### config.mk
export PLATFORM = sky130hd
export DESIGN_NAME = seq_bit_run_encoder
export DESIGN_NICKNAME = d
export VERILOG_FILES = /design/src/rtl/seq_bit_run_encoder.sv
export SDC_FILE = /design/constraint.sdc
export NUM_CORES = 1
export LEC_CHECK = 0
export ABC_AREA = 0
export BUFFER_PORTS_ARGS = -buffer_cell sky130_fd_sc_hd__buf_2
export CAP_MARGIN = 20
export CORE_MARGIN = 4
export CORE_UTILIZATION = 30
export CTS_BUF_LIST = sky130_fd_sc_hd__clkbuf_16
export DETAILED_ROUTE_END_ITERATION = 16
export PLACE_DENSITY_LB_ADDON = 0.2
export SETUP_SLACK_MARGIN = 0.5
export SYNTH_ARGS = -nofsm -noshare
export SYNTH_HDL_FRONTEND = slang
export SYNTH_SLANG_ARGS = --single-unit
### constraint.sdc
create_clock -name clk -period 6.6 [get_ports clk]
set_input_delay 0.99 -clock clk [delete_from_list [all_inputs] [get_ports clk]]
set_output_delay 0.99 -clock clk [all_outputs]
set_load 0.02 [all_outputs]
### src/rtl/seq_bit_run_encoder.sv
// seq_bit_run_encoder
// Turns an accepted single-bit waveform into run-length tokens (bit, length),
// buffers them in a small FIFO and drains them through a val/rdy handshake.
// A run reaching the maximum length is split so the length field never wraps.
module seq_bit_run_encoder #(
    parameter int CNT_W      = 4,
    parameter int FIFO_DEPTH = 4
) (
    input  logic             clk,
    input  logic             reset,
    input  logic             in_val,
    input  logic             in_bit,
    input  logic             flush,
    output logic             in_rdy,
    output logic             out_val,
    output logic             out_bit,
    output logic [CNT_W-1:0] out_len,
    input  logic             out_rdy
);

    localparam int PTR_W = (FIFO_DEPTH > 1) ? $clog2(FIFO_DEPTH) : 1;

    localparam logic [CNT_W-1:0] RUN_MAX   = '1;
    localparam logic [CNT_W-1:0] RUN_ONE   = CNT_W'(1);
    localparam logic [PTR_W-1:0] PTR_ONE   = PTR_W'(1);
    localparam logic [PTR_W:0]   CNT_ONE   = (PTR_W + 1)'(1);
    localparam logic [PTR_W:0]   CNT_FULL  = (PTR_W + 1)'(FIFO_DEPTH);

    typedef enum logic {
        S_IDLE = 1'b0,
        S_RUN  = 1'b1
    } state_t;

    // Run tracking state
    state_t           r_state;
    logic             r_run_bit;
    logic [CNT_W-1:0] r_run_len;

    // Token FIFO storage and bookkeeping
    logic             r_mem_bit [FIFO_DEPTH];
    logic [CNT_W-1:0] r_mem_len [FIFO_DEPTH];
    logic [PTR_W-1:0] r_wr_ptr;
    logic [PTR_W-1:0] r_rd_ptr;
    logic [PTR_W:0]   r_count;

    logic             w_full;
    logic             w_empty;
    logic             w_accept;
    logic             w_flush_go;
    logic             w_pop;
    logic             w_push;
    logic             w_push_bit;
    logic [CNT_W-1:0] w_push_len;

    assign w_full  = (r_count == CNT_FULL);
    assign w_empty = (r_count == '0);

    // Flush takes priority over data, so at most one token is closed per cycle.
    assign in_rdy     = reset & ~w_full & ~flush;
    assign w_accept   = in_val & in_rdy;
    assign w_flush_go = flush & reset & ~w_full;

    // The head of the FIFO is presented directly; fields read as zero when empty.
    assign out_val = ~w_empty;
    assign out_bit = w_empty ? 1'b0 : r_mem_bit[r_rd_ptr];
    assign out_len = w_empty ? '0   : r_mem_len[r_rd_ptr];
    assign w_pop   = out_val & out_rdy;

    // Decide whether this cycle closes a run: bit change, saturation or flush.
    always_comb begin
        w_push     = 1'b0;
        w_push_bit = r_run_bit;
        w_push_len = r_run_len;
        if (r_state == S_RUN) begin
            if (w_accept && ((in_bit != r_run_bit) || (r_run_len == RUN_MAX))) begin
                w_push = 1'b1;
            end else if (w_flush_go) begin
                w_push = 1'b1;
            end
        end
    end

    // Run state machine: start, extend, split or close the current run.
    always_ff @(posedge clk or negedge reset) begin
        if (!reset) begin
            r_state   <= S_IDLE;
            r_run_bit <= 1'b0;
            r_run_len <= '0;
        end else if (w_accept) begin
            case (r_state)
                S_IDLE: begin
                    r_state   <= S_RUN;
                    r_run_bit <= in_bit;
                    r_run_len <= RUN_ONE;
                end
                S_RUN: begin
                    if (in_bit != r_run_bit) begin
                        r_run_bit <= in_bit;
                        r_run_len <= RUN_ONE;
                    end else if (r_run_len == RUN_MAX) begin
                        // Saturated run was just emitted; this bit opens the next segment.
                        r_run_len <= RUN_ONE;
                    end else begin
                        r_run_len <= r_run_len + RUN_ONE;
                    end
                end
                default: begin
                    r_state   <= S_IDLE;
                    r_run_len <= '0;
                end
            endcase
        end else if (w_flush_go && (r_state == S_RUN)) begin
            r_state   <= S_IDLE;
            r_run_len <= '0;
        end
    end

    // Token storage write; contents are only observed through a valid head.
    always_ff @(posedge clk) begin
        if (w_push) begin
            r_mem_bit[r_wr_ptr] <= w_push_bit;
            r_mem_len[r_wr_ptr] <= w_push_len;
        end
    end

    // FIFO pointers and occupancy; a simultaneous push and pop leaves count unchanged.
    always_ff @(posedge clk or negedge reset) begin
        if (!reset) begin
            r_wr_ptr <= '0;
            r_rd_ptr <= '0;
            r_count  <= '0;
        end else begin
            if (w_push) begin
                r_wr_ptr <= r_wr_ptr + PTR_ONE;
            end
            if (w_pop) begin
                r_rd_ptr <= r_rd_ptr + PTR_ONE;
            end
            case ({w_push, w_pop})
                2'b10:   r_count <= r_count + CNT_ONE;
                2'b01:   r_count <= r_count - CNT_ONE;
                default: r_count <= r_count;
            endcase
        end
    end

endmodule

Word level (Yosys, flattened, before mapping)
Memories as Yosys holds them, arrays and structs flattened. Cells that the tools add are included.

Add/sub/neg operators: 5. Equality and inequality tests: 6. Mux-type cells: 17. Bitwise gates (word level): 10. Reductions and logical operators: 7.

Operators with widths (number): two-way mux 4 bit (5); two-way mux 1 bit (9); case mux 4 bit (2 select lines) (1); AND 1 bit (6); case mux 3 bit (2 select lines) (1); adder 2 x 1 -> 2 bit, second input constant (2); adder 4 x 1 -> 4 bit, second input constant (1); equality test 4 bit, second input constant (1); inverter 1 bit (4); nonzero test 2 bit (2); adder 3 x 1 -> 3 bit, second input constant (1); equality test 3 bit, second input constant (1); logical NOT 3 bit (1); subtractor 3 x 1 -> 3 bit, second input constant (1); equality test 2 x 1 -> 1 bit, second input constant (1); equality test 2 bit, second input constant (1); logical AND 1 bit (2); != test 2 x 1 -> 1 bit, second input constant (1); case mux 1 bit (2 select lines) (1); AND reduction 2 bit (1); logical OR 1 bit (1); != test 1 bit (1).

Flip-flop bits (word level): 13. Bits in writable memories: 20. Input port bits: 6. Memories kept: 2.

Memory list: r_mem_len (words 4, bits a word 4, rd ports 1, clocked after Yosys merged registers in 0, write ports 1, line 41) `logic [CNT_W-1:0] r_mem_len [FIFO_DEPTH];`; r_mem_bit (words 4, bits a word 1, rd ports 1, clocked after Yosys merged registers in 0, write ports 1, line 40) `logic r_mem_bit [FIFO_DEPTH];`.

Depth between registers and ports, before layout
Depth in word-level cells: 10. Depth in mapped cells: 10. Gate-level depth less buffers: 10.

Worst setup path after synthesis
OpenSTA, ideal clock, no wires.

Kind: input to register. Start point: input port in_bit. End point: register r_count[2]. Library setup time: 79 ps. Arrival: 2473 ps. Path slack: 4048 ps. Cell stages on the path: 10. Cell sequence: xor2_1 a21oi_1 a211oi_4 inv_1 ha_1 inv_1 fa_1 xor2_1 nor2_1 xor2_1.

Cells in the longest elaborated chain, start to end: 7.

RTL lines: start: declaration (line 12) `input logic in_bit,`; != test 1 bit (*) (line 75) `if (w_accept && ((in_bit != r_run_bit) || (r_run_len == RUN_MAX))) begin`; logical OR 1 bit (*) (line 75); logical AND 1 bit (*) (line 75); two-way mux 1 bit (*) (line 75); two-way mux 1 bit (*) (line 74) `if (r_state == S_RUN) begin`; equality test 2 x 1 -> 1 bit / equality test 2 bit (equally long branches) (line 139) `case ({w_push, w_pop})`; case mux 3 bit (2 select lines) / nonzero test 2 bit (equally long branches); end signal: assignment (line 140) `2'b10: r_count <= r_count + CNT_ONE;`; end signal: assignment (line 141) `2'b01: r_count <= r_count - CNT_ONE;`; end signal: assignment (line 142) `default: r_count <= r_count;`; end: declaration (line 44) `logic [PTR_W:0] r_count;`.

Every way passes the cells marked *; elsewhere a longest branch is shown, timed or not. A chain may end at the register's enable or synchronous reset.

Final worst setup path
Start point: input port reset. End point: output port in_rdy.

Cells in the longest elaborated chain, start to end: 2.

RTL lines: start: declaration (line 10) `input logic reset,`; AND 1 bit (2 in series) (line 59) `assign in_rdy = reset & ~w_full & ~flush;`; end: declaration (line 14) `output logic in_rdy,`.

Every way passes these cells.

==> flow_summary.yaml <==
power_and_ir_drop:
  p_total_uw: 777
  p_int_uw: 523
  p_sw_share_pct: 32.6
  leakage_nw: 0.722
  p_per_area_nw_per_um2: 431
  pwr-share-comb_pct: 30.8
  max-vdd-ir-drop_uv: 158
  p_clk_share_pct: 27.2
  seqPwrFrac_pct: 41.9
  p_sw_uw: 254
finish:
  final_nets: 133
  fillers: 462
  syn2layout_area_growth_pct: 17.4
  drive_gt1_share_pct: 26.4
  multi_input_comb_area_um2: 566
  n_antenna_cell: 0
  final_area_um2: 1800
  ff_latch_area_um2: 926
  fin_cells: 188
clock_network:
  clock_path_buffers: 2
  clk_pin_slew_ps: 50
  ctsHoldBuffers: 0
  numCtsBuffers: 5
  post_cts_buffers: 0
  clk-insertion-delay-late_ps: 270
  htreeDepth: 2
  ctsRootBufferMaster: "clkbuf_16"
  ctsResizeCount: 0
  cts.sinks: 33
  cts_tree: "done"
hold_path:
  hp-class: "register to register"
  hold_start: "r_count[2]"
setup_path:
  cp-end-kind: "output port"
  critPathLaunchType: "input port"
  crit_type: "input port to output port"
  worst_ep_arrival_time_ps: 1750
  worstPathRequired_ps: 5610
  crit-reg2reg-launch: "r_run_len[0]"
  crit_start: "reset"
  path_max_fanout: 18
place:
  place_congestion: 0.737
  place_area_um2: 1670
  dp_hpwl_mm: 1.97
  post-place-ws_ps: 3700
  dp_cells: 180
  io_buffers: 12
outcome:
  status: "finished, final reports clean"
synth:
  yosysWarnings: 0
  syn_area_per_cell_um2: 14.8
  synth_nets: 117
  synth_ff_type: "edfxtp_1"
  yosysTopAreaCell: "edfxtp_1"
  synth_most_common_cell: "edfxtp_1"
  synth_edf_count: 20
  synthArstFlopShare_pct: 39.4
  yosysSeqAreaShare_pct: 60.3
  ys_ff_latch: 33
  synth.cell_area_um2: 1540
  synthTopCellsByCount: "edfxtp_1, dfrtp_1, and2_1"
  yosysUniqueCellTypes: 34
  synth_top_cell_area_share_pct: 39.1
  syn_inst: 104
  netlist_top_cells_area: "edfxtp_1, dfrtp_1, mux4_2"
sta:
  setup_slack_ps: 3860
  worst_pin_slew_ps: 416
  rsz0062_at_grt: "no"
  slew_viol_final: 0
  skew_ps: 4.23
  final-hold-violation-count: 0
  relSlewSlack_pct: 72.3
  clock.fmax_mhz: 365
  layout_worst_path_cycle_share_pct: 41.5
  fin_crit_ps: 2740
  finalSetupViolations: 0
  setup_tns_ps: 0
global_routing:
  grt_pass1_vias: 906
  grt_overflow: 0
  grt_start_max_net_pins: 19
  antenna_found_initial: 0
  grt_usage_pct: 9.92
  grt_pass1_wl_mm: 4.60
routing:
  first_iter_violations: 52
  ant_nets: 0
  dr.pass1.iters: 4
  drc: 0
  drt_wl_total_mm: 2.71
  vias_per_cell: 4.71
  num_vias: 886
  routed_wire_length_per_instance_um: 14.4
floorplanning:
  pin_count: 13
  core-area_um2: 4850
  start_util_pct: 31.7
  dieHeight_um: 79.5
  std_cell_rows: 25
  dieArea_um2: 6330
  die_w_um: 79.5
job:
  cap_violations: 0
-- routing by layer --
metal	part of all wire [%]	track usage [%]
met1	48	13.3
met2	46	14.6
met3	4.4	3.72
met4	1.7	3.61
met5	0	0
-- metrics by stage --
| step | util [%] | hold slack [ps] |
|---|---|---|
| 2_1_floorplan | - | 447 |
| 3_3_place_gp | 34.3 | 464 |
| 3_5_place_dp | 34.3 | 484 |
| 4_1_cts | 37.2 | 491 |
| 5_1_grt | 37.2 | 502 |
| 6_report | 37.2 | 483 |
-- critical path, stage by stage --
cell and delay [ps]:
buf_2 340, nand2_2 130, nor2_1 110, buf_2 170
-- power groups by stage --
stage | clock, mW | combinational, mW | sequential, mW
2_1_floorplan | 0 | 0.207 | 0.298
3_3_place_gp | 0 | 0.235 | 0.327
3_5_place_dp | 0 | 0.243 | 0.331
4_1_cts | 0.219 | 0.245 | 0.327
5_1_grt | 0.227 | 0.269 | 0.335
6_report | 0.212 | 0.240 | 0.326
-- state kept, by name (all words and copies together), names as in the netlist --
signal / flops
r_count: 3
r_run_len: 4
r_run_bit: 1
r_state: 1
r_rd_ptr: 2
r_mem_bit: 4
r_mem_len: 16
r_wr_ptr: 2
-- worst paths after layout --
path | end | slack, ps | depth (start not counted)
worst max-delay path | in_rdy | 3860 | 4
worst min-delay path | r_count[2] | 480 | 1
worst max register to register | r_count[2] | 4290 | 10
worst min register to register | r_count[2] | 480 | 1
max in group asynchronous | r_wr_ptr[0] | 5670 | 1
min in group asynchronous | r_wr_ptr[1] | 640 | 1
-- layout make-up --
cell class	instances	area share [%]
sequential	33	51.4
multi-input combinational	60	31.4
timing repair buffer	12	3.33
inverter	8	1.67
tap	67	4.65
clock inverter	3	0.694
clock buffer	5	6.94
-- layout by cell type, fill, tap and decap left out, types with 2 or more instances in the layout --
master | Yosys | routed
edfxtp_1 | 20 | 20
dfrtp_1 | 13 | 13
buf_2 | 2 | 12
inv_1 | 8 | 10
and2_1 | 9 | 9
ha_1 | 6 | 6
mux4_2 | 5 | 5
clkbuf_16 | 0 | 5
xor2_1 | 4 | 4
nand2_1 | 4 | 4
a31oi_1 | 4 | 4
nor2_1 | 3 | 3
xnor2_1 | 3 | 3
a22o_1 | 2 | 2
-- cell families after synthesis --
logic type,after synthesis,synth area share (%)
muxes,8,9.70
xor gates and xnor gates,7,3.99
AOI/OAI and AO/OA,11,5.87
and+or+nand+nor,27,11.1
buffers and inverters,11,2.85
DFF,33,60.3
adders and majority gates,7,6.19
Note: power is estimated with default switching activity, not from simulation.
